File: src/rtl/return_stack.sv
// Return-address stack for subroutine calls and interrupt entry.
// Top of stack is read combinationally; error flags are sticky until clr_err.
module return_stack #(
  parameter int DW    = 10,
  parameter int DEPTH = 16,
  parameter int WRAP  = 0,
  localparam int AW   = $clog2(DEPTH)
) (
  input  logic          clk,
  input  logic          reset,
  input  logic          push,
  input  logic          ipush,
  input  logic          pop,
  input  logic          clr_err,
  input  logic [DW-1:0] dato,
  output logic [DW-1:0] data_out,
  output logic          top_is_intr,
  output logic [AW:0]   count,
  output logic          empty,
  output logic          full,
  output logic          overflow,
  output logic          underflow
);

  localparam logic [AW:0] FULL_CNT = (AW+1)'(DEPTH);

  // Each entry holds {interrupt tag, address}
  logic [DW:0]   mem [DEPTH];
  logic [AW-1:0] sp, sp_n, wr_idx;
  logic [AW:0]   cnt_n;
  logic          wr_en, ovf_n, unf_n, pe;
  logic [DW:0]   wval;

  assign pe    = push | ipush;
  assign wval  = {ipush, ipush ? dato : dato + 1'b1};
  assign empty = (count == '0);
  assign full  = (count == FULL_CNT);

  assign data_out    = empty ? '0 : mem[sp][DW-1:0];
  assign top_is_intr = empty ? 1'b0 : mem[sp][DW];

  always_comb begin
    wr_en  = 1'b0;
    wr_idx = sp + 1'b1;
    sp_n   = sp;
    cnt_n  = count;
    ovf_n  = clr_err ? 1'b0 : overflow;
    unf_n  = clr_err ? 1'b0 : underflow;
    if (pe && pop && !empty) begin
      // Replace in place: depth unchanged, so never an overflow
      wr_en  = 1'b1;
      wr_idx = sp;
    end else if (pe) begin
      if (pop) unf_n = 1'b1;
      if (!full) begin
        wr_en = 1'b1;
        sp_n  = sp + 1'b1;
        cnt_n = count + 1'b1;
      end else begin
        ovf_n = 1'b1;
        if (WRAP != 0) begin
          wr_en = 1'b1;
          sp_n  = sp + 1'b1;
        end
      end
    end else if (pop) begin
      if (!empty) begin
        sp_n  = sp - 1'b1;
        cnt_n = count - 1'b1;
      end else begin
        unf_n = 1'b1;
      end
    end
  end

  always_ff @(posedge clk or posedge reset) begin
    if (reset) begin
      sp        <= '0;
      count     <= '0;
      overflow  <= 1'b0;
      underflow <= 1'b0;
    end else begin
      sp        <= sp_n;
      count     <= cnt_n;
      overflow  <= ovf_n;
      underflow <= unf_n;
    end
  end

  // Storage is deliberately not reset
  always_ff @(posedge clk) begin
    if (wr_en) mem[wr_idx] <= wval;
  end

endmodule

File: config.mk
export PLATFORM = sky130hd
export DESIGN_NAME = return_stack
export DESIGN_NICKNAME = d
export VERILOG_FILES = /design/src/rtl/return_stack.sv
export SDC_FILE = /design/constraint.sdc
export NUM_CORES = 1
export LEC_CHECK = 0
export BUFFER_PORTS_ARGS = -buffer_cell sky130_fd_sc_hd__buf_2
export CORE_UTILIZATION = 38
export CTS_CLUSTER_SIZE = 10
export DETAILED_ROUTE_END_ITERATION = 6
export GPL_ROUTABILITY_DRIVEN = 1
export GPL_TIMING_DRIVEN = 1
export SLEW_MARGIN = 20
export SYNTH_ARGS = -nofsm -noshare
export SYNTH_HDL_FRONTEND = slang
export SYNTH_SLANG_ARGS = --single-unit
File: constraint.sdc
create_clock -name clk -period 2.45 [get_ports clk]
set_input_delay 0.49 -clock clk [delete_from_list [all_inputs] [get_ports clk]]
set_output_delay 0.49 -clock clk [all_outputs]
set_load 0.01 [all_outputs]
==> out/qor.csv, run 1 <==
metric;value;unit
outcome;complete, but fails checks;
violations;setup timing;
drive_gt1_share;46.3;%
tightest_slew;0.709;ns
postLayoutCellArea;10300;um2
port_buffers;35;
critPathMaxFanout;12;
syn_avg_cell_area;18.3;um2
io_pins;36;
viasPerCell;5.32;
cts.sinks;187;
grt_max_degree;25;
setup_slack;-0.251;ns
cts_htree_levels;4;
synth_warnings;0;
ant_nets;0;
coreArea;20300;um2
hold_class;in -> async;
power_density;1260;nW/um2
fin_crit_sh;110;%
placed_cells;772;
power_frac_seq;34.8;%
crit_required;1.96;ns
dpl-instance-area;8900;um2
routed_wl;18.7;mm
initial_core_util;38.9;%
final_util;50.7;%
synthCells;431;
clkTransAtPathRegs;0.07;ns
max-vdd-ir-drop;0.607;mV
cts_made_buffers;17;
yosysTopAreaCell;edfxtp_1;
drv_cap;0;
ys_async_sr_fraction;5.88;%
cts_tree;built;
report.final.hold_viol_count;0;
num_vias;4446;
syn_area;7890;um2
dieArea;21300;um2
worst_setup_path_start_kind;flip-flop;
worstPathArrival;2.21;ns
cts-root-buf;clkbuf_16;
die_h;146;um
fin_nets;577;
synth_flop_cell;edfxtp_1;
finalCriticalPeriod;2.70;ns
synth_seq_area_share;70.5;%
area_growth;30.5;%
internal-power;0.00851;W
die_w;146;um
final_cells;836;
clock_latency;0.43;ns
clock_power_share;20.3;%
ys_seq_elements;187;
ys_types;50;
relSlewSlack;52.7;%
slew_violations;0;
rows;52;
drt_iter0_markers;362;
synthTopCellsByArea;edfxtp_1 67%, mux4_2 13%, dfrtp_1 3.5%;
dpl.hpwl;11.6;mm
grt_pass1_wl;27.4;mm
synth-edff-count;176;
drc;0;
rsz0062_at_grt;yes;
globalplace.congestion;0.801;
antenna_found_initial;0;
n_antenna_cell;0;
critPathKind;reg -> out;
synth_fp_nets;454;
p_comb_share;44.8;%
p_leak;3.63;nW
fmax;370;MHz
grt_usage;17.7;%
yosysTopAreaCellShare;67.0;%
dr.pass1.iters;5;
setup-violations-final;113;
p_sw;0.00444;W
grt_pass1_vias;4522;
wl_per_cell;22.4;um
gr-total-overflow;0;
whs;0.0606;ns
swShare;34.3;%
final.setup_skew;0.00918;ns
end_kind;output port;
clockBufferDepth;2;
[logic make-up (layout without fill, tap and decap cells)]
kind of cell	Yosys count	after routing	synth area share, %
flops	187	187	70.5
mux	72	72	16.3
simple gates	72	72	4.23
compound gates	42	42	3.90
buf+inv	34	169	1.98
xor+xnor	17	17	1.89
fa+ha+maj	7	7	1.21
[path summary, 6_finish.rpt]
check	start	to	slack (ns)	depth (start not counted)
setup / recovery	sp[0]$_DFFE_PP0P_	data_out[4]	-0.25	6
hold / removal	reset	count[2]$_DFFE_PP0P_	0.06	2
setup reg to reg	count[2]$_DFFE_PP0P_	mem[6][0]$_DFFE_PP_	-0.14	7
hold reg to reg	underflow$_DFF_PP0_	underflow$_DFF_PP0_	0.53	1
max in group asynchronous	reset	sp[0]$_DFFE_PP0P_	2.03	2
min in group clk	clr_err	overflow$_DFF_PP0_	0.39	3
[flip-flops by register name, indices dropped and copies added, names as in the netlist]
register   count
overflow       1
sp             4
mem          176
count          5
underflow      1
[Yosys cell counts, types with 4 or more instances]
master,n
o21ai_0,6
inv_1,10
clkbuf_1,12
edfxtp_1,176
nand2_1,21
o22ai_1,9
xor2_1,7
nand3_1,4
mux4_2,44
dfrtp_1,11
nor2_1,26
mux2i_1,24
ha_1,6
xnor2_1,10
buf_2,5
a211oi_1,6
[final cells by class]
class / instances / area (um2)
Tap cell: 270 / 338
Fill cell: 1654 / 10000
Timing Repair Buffer: 126 / 1270
Inverter: 12 / 45.0
Multi-Input combinational cell: 210 / 2510
Clock buffer: 17 / 425
Sequential cell: 187 / 5570
Clock inverter: 14 / 143
[stage by stage]
stage                     setup TNS (ns)  power, W  setup slack (ns)
after global routing              -17.72    0.0135            -0.340
after CTS                          -3.25    0.0122            -0.283
final                              -8.00    0.0129            -0.251
after global placement                 0   0.00907           0.00744
after detailed placement         -0.0379   0.00914          -0.00595
after floorplan                    -3.71   0.00729            -0.113
[critical path, cell delays in order, from the launching register on]
cell     delay (ns)
dfrtp_4        0.54
buf_12         0.19
buf_4          0.13
mux4_2         0.48
mux2i_1        0.19
o22ai_2        0.11
buf_2          0.15
[layer usage]
metal  track usage [%]  share of wire [%]  up-vias
met1              24.0                 44     2308
met2              29.4                 50      141
met5                 0                  0        -
li1                  -                  -     1977
met4              5.00                1.6        0
met3              3.34                4.7       20
[placed cells by master (no fill, tap or decap), drive strengths merged, types with 2 or more instances in the layout]
| master | netlist | layout |
|---|---|---|
| edfxtp | 176 | 176 |
| buf | 10 | 120 |
| mux4 | 44 | 44 |
| nor2 | 27 | 27 |
| mux2i | 25 | 25 |
| clkbuf | 12 | 23 |
| nand2 | 21 | 21 |
| inv | 12 | 16 |
| dfrtp | 11 | 11 |
| xnor2 | 10 | 10 |
| o22ai | 9 | 9 |
| o21ai | 8 | 8 |
| xor2 | 7 | 7 |
| clkinv | 0 | 7 |
| ha | 6 | 6 |
| a211oi | 6 | 6 |
| nand3 | 4 | 4 |
| o211ai | 4 | 4 |
| nor2b | 3 | 3 |
| or2 | 3 | 3 |
| a21oi | 3 | 3 |
| nand2b | 3 | 3 |
| mux2 | 3 | 3 |
| and3 | 2 | 2 |
| a221oi | 2 | 2 |
| and2 | 2 | 2 |
| nor3 | 2 | 2 |
| clkinvlp | 0 | 2 |
| nor4 | 2 | 2 |
[power groups by stage]
stage	logic (W)	clock network (W)	registers, W
after floorplan	0.00285	0	0.00444
after global placement	0.00454	0	0.00454
after detailed placement	0.00457	0	0.00457
after CTS	0.00503	0.00268	0.00450
after global routing	0.00615	0.00281	0.00457
final	0.00580	0.00263	0.00451
[repair_timing]
item                       4_1_cts  5_1_grt
hold buffers                     0        0
resized for setup               27       74
setup endpoints to repair       51      188
buffers inserted                 9       17
pin swaps                        9       19
cloned                           2        8
No activity file was read; power rests on OpenSTA's default activity.
==> inputs of run 2 (changes only) <==
- GPL_ROUTABILITY_DRIVEN: 1 -> default
- SETUP_SLACK_MARGIN: default -> 0.1
==> out/qor.csv, run 2 (synthesis results as in run 1) <==
metric;value;unit;change
placed_cells;786;;+1.8%
dr.pass1.iters;5;;unchanged
violations;setup timing;;
drc;0;;unchanged
p_sw;0.00447;W;+0.68%
cts_tree;built;;
largest_reg_flops;176;;unchanged
cts_htree_levels;4;;unchanged
gr-usage-met2;30.6;%;+1.2 points
final_cells;834;;-0.24%
critPathMaxFanout;4;;-8
crit_chain;buf_2 -> mux4_2 -> and2_1 -> a211oi_2 -> a211oi_2 -> buf_2;;
max_stage_delay;0.52;ns;-0.02 ns
gr-total-overflow;0;;unchanged
slew_violations;0;;unchanged
worstPathArrival;2.20;ns;about the same
reg2reg_slack;-0.14;ns;about the same
routed_wl;18.8;mm;+0.22%
rr_startpoint;sp[0]$_DFFE_PP0P_;;
rows;52;;unchanged
wl_per_cell;22.5;um;+0.46%
reg.largest.list;mem: 176 flops, count: 5 flops, sp: 4 flops;;
setup_tns;-11.46;ns;-3.46 ns
viasPerCell;5.35;;+0.60%
power_density;1280;nW/um2;+1.5%
cts.sinks;187;;unchanged
drive_gt1_share;46.1;%;-0.19 points
final_util;50.7;%;-0.062 points
drt_iter0_markers;388;;+7.2%
report.final.hold_viol_count;0;;unchanged
port_buffers;35;;unchanged
relSlewSlack;48.7;%;-4.0 points
worst_setup_path_start_kind;flip-flop;;
grt_max_degree;42;;+68%
r2r_cells;10;;+3
dieArea;21300;um2;unchanged
end_kind;output port;;
startpoint;sp[0]$_DFFE_PP0P_;;
grt_pass1_vias;4681;;+3.5%
regArea;5570;um2;about the same
grt_usage;18.4;%;+0.69 points
p_comb_share;44.0;%;-0.8 points
dpl_worst_slack;-0.0547;ns;-0.0488 ns
antenna_found_initial;0;;unchanged
globalplace.congestion;0.796;;-0.67%
io_pins;36;;unchanged
use_met1;24.2;%;+0.11 points
setup-violations-final;143;;+27%
outcome;complete, but fails checks;;
coreArea;20300;um2;unchanged
multiInputGateArea;2460;um2;-1.8%
area_growth;30.3;%;
hold_class;in -> async;;
final_common_cell;edfxtp_1;;
cpLargestDelayFamily;multiplexers;;
clock_latency;0.44;ns;about the same
final.setup_skew;0.00525;ns;-0.00393 ns
ant_nets;0;;unchanged
slowest_stage;mux4_2;;
max-vdd-ir-drop;0.489;mV;-20%
cts_made_buffers;17;;unchanged
die_w;146;um;unchanged
top_register;mem;;
num_vias;4462;;+0.36%
rsz0062_at_grt;yes;;
mostFrequentLayoutCells;176 x edfxtp_1, 46 x buf_4, 44 x mux4_2;;
finalCriticalPeriod;2.69;ns;-0.00696 ns
power_frac_seq;34.2;%;-0.6 points
ctsHoldBuffers;0;;unchanged
nFillCells;1645;;-0.54%
fin_crit_sh;110;%;-0.28 points
dpl.hpwl;12.5;mm;+7.8%
worstSetupPathDepth;6;;unchanged
grtUsageMet3;3.13;%;-0.22 points
drv_cap;0;;unchanged
internal-power;0.00865;W;+1.7%
rr_endpoint;mem[11][0]$_DFFE_PP_;;
cts-root-buf;clkbuf_16;;
clockBufferDepth;2;;unchanged
critPathKind;reg -> out;;
path_buf_inv;2;;-1
tightest_slew;0.769;ns;+0.0604 ns
setup_slack;-0.245;ns;+0.00696 ns
endpoint;data_out[9];;
die_h;146;um;unchanged
fmax;371;MHz;+0.26%
crit_required;1.96;ns;about the same
fin_nets;574;;-0.52%
n_antenna_cell;0;;unchanged
p_leak;3.61;nW;-0.72%
initial_core_util;38.9;%;unchanged
grt_pass1_wl;28.2;mm;+3.2%
clkTransAtPathRegs;0.07;ns;about the same
swShare;34.1;%;-0.23 points
busiest_layer;met2;;
clock_power_share;21.8;%;+1.5 points
==> run 2: cell types whose count changed in the layout (fill, tap and decap cells not counted), sizes merged <==
cell      before  now
buf          120  121
clkinvlp       2    1
bufbuf         0    2
clkinv         7    5
clkbuf        23   17
bufinv         1    2
inv           16   19
==> run 2: how the worst min path moves through the flow <==
stage | from | endpoint | slack, ns | depth (start not counted)
after floorplan | reset | count[0]$_DFFE_PP0P_ | 0.34 | 1
after global placement | overflow$_DFF_PP0_ | overflow$_DFF_PP0_ | 0.48 | 1
after detailed placement | overflow$_DFF_PP0_ | overflow$_DFF_PP0_ | 0.48 | 1
after CTS | reset | underflow$_DFF_PP0_ | 0.06 | 2
after global routing | reset | overflow$_DFF_PP0_ | 0.09 | 2
final | reset | underflow$_DFF_PP0_ | 0.06 | 2
==> run 2: what timing repair did <==
action / CTS / global route
cloned: 4 / 0
pin swaps: 16 / 13
setup endpoints to repair: 189 / 190
setup buffers: 8 / 4
gates resized for setup: 55 / 23
endpoints found under the hold margin: 0 / 0
==> run 2: worst register-to-register path, cell delays in order, from the launching register on <==
cell,delay [ns]
dfrtp_4,0.51
buf_2,0.18
buf_4,0.15
buf_4,0.14
ha_2,0.21
nor2b_1,0.14
a221oi_2,0.25
xor2_1,0.29
nand2_2,0.15
nor2_4,0.14
buf_6,0.16
==> run 2: power by group through the flow <==
stage	Sequential [W]	Clock (W)	Combinational (W)
2_1_floorplan	0.00444	0	0.00288
3_3_place_gp	0.00456	0	0.00474
3_5_place_dp	0.00459	0	0.00481
4_1_cts	0.00448	0.00289	0.00558
5_1_grt	0.00453	0.00300	0.00613
6_report	0.00448	0.00286	0.00578
==> run 2: cell type report <==
| cell class | count | area share (%) |
|---|---|---|
| clock buffers | 17 | 4.14 |
| clock inverters | 15 | 1.98 |
| inverters | 12 | 0.438 |
| multi-input cells | 210 | 24.0 |
| flip-flops and latches | 187 | 54.1 |
| well taps | 270 | 3.29 |
| repair buffers | 123 | 12.1 |
==> run 2: through the flow <==
| stage | hold WS (ns) | power, W | area, um2 |
|---|---|---|---|
| 2_1_floorplan | 0.342 | 0.00733 | 7940 |
| 3_3_place_gp | 0.478 | 0.00930 | 9100 |
| 3_5_place_dp | 0.484 | 0.00939 | 9100 |
| 4_1_cts | 0.0559 | 0.0129 | 10100 |
| 5_1_grt | 0.0943 | 0.0137 | 10300 |
| 6_report | 0.0577 | 0.0131 | 10300 |
==> run 2: layer usage <==
layer,share of wire [%],wire length [um],vias to the layer above
li1,-,-,1964
met1,42,7970,2326
met2,51,9510,147
met3,4.7,877,25
met4,2.2,408,0
met5,0,0,-
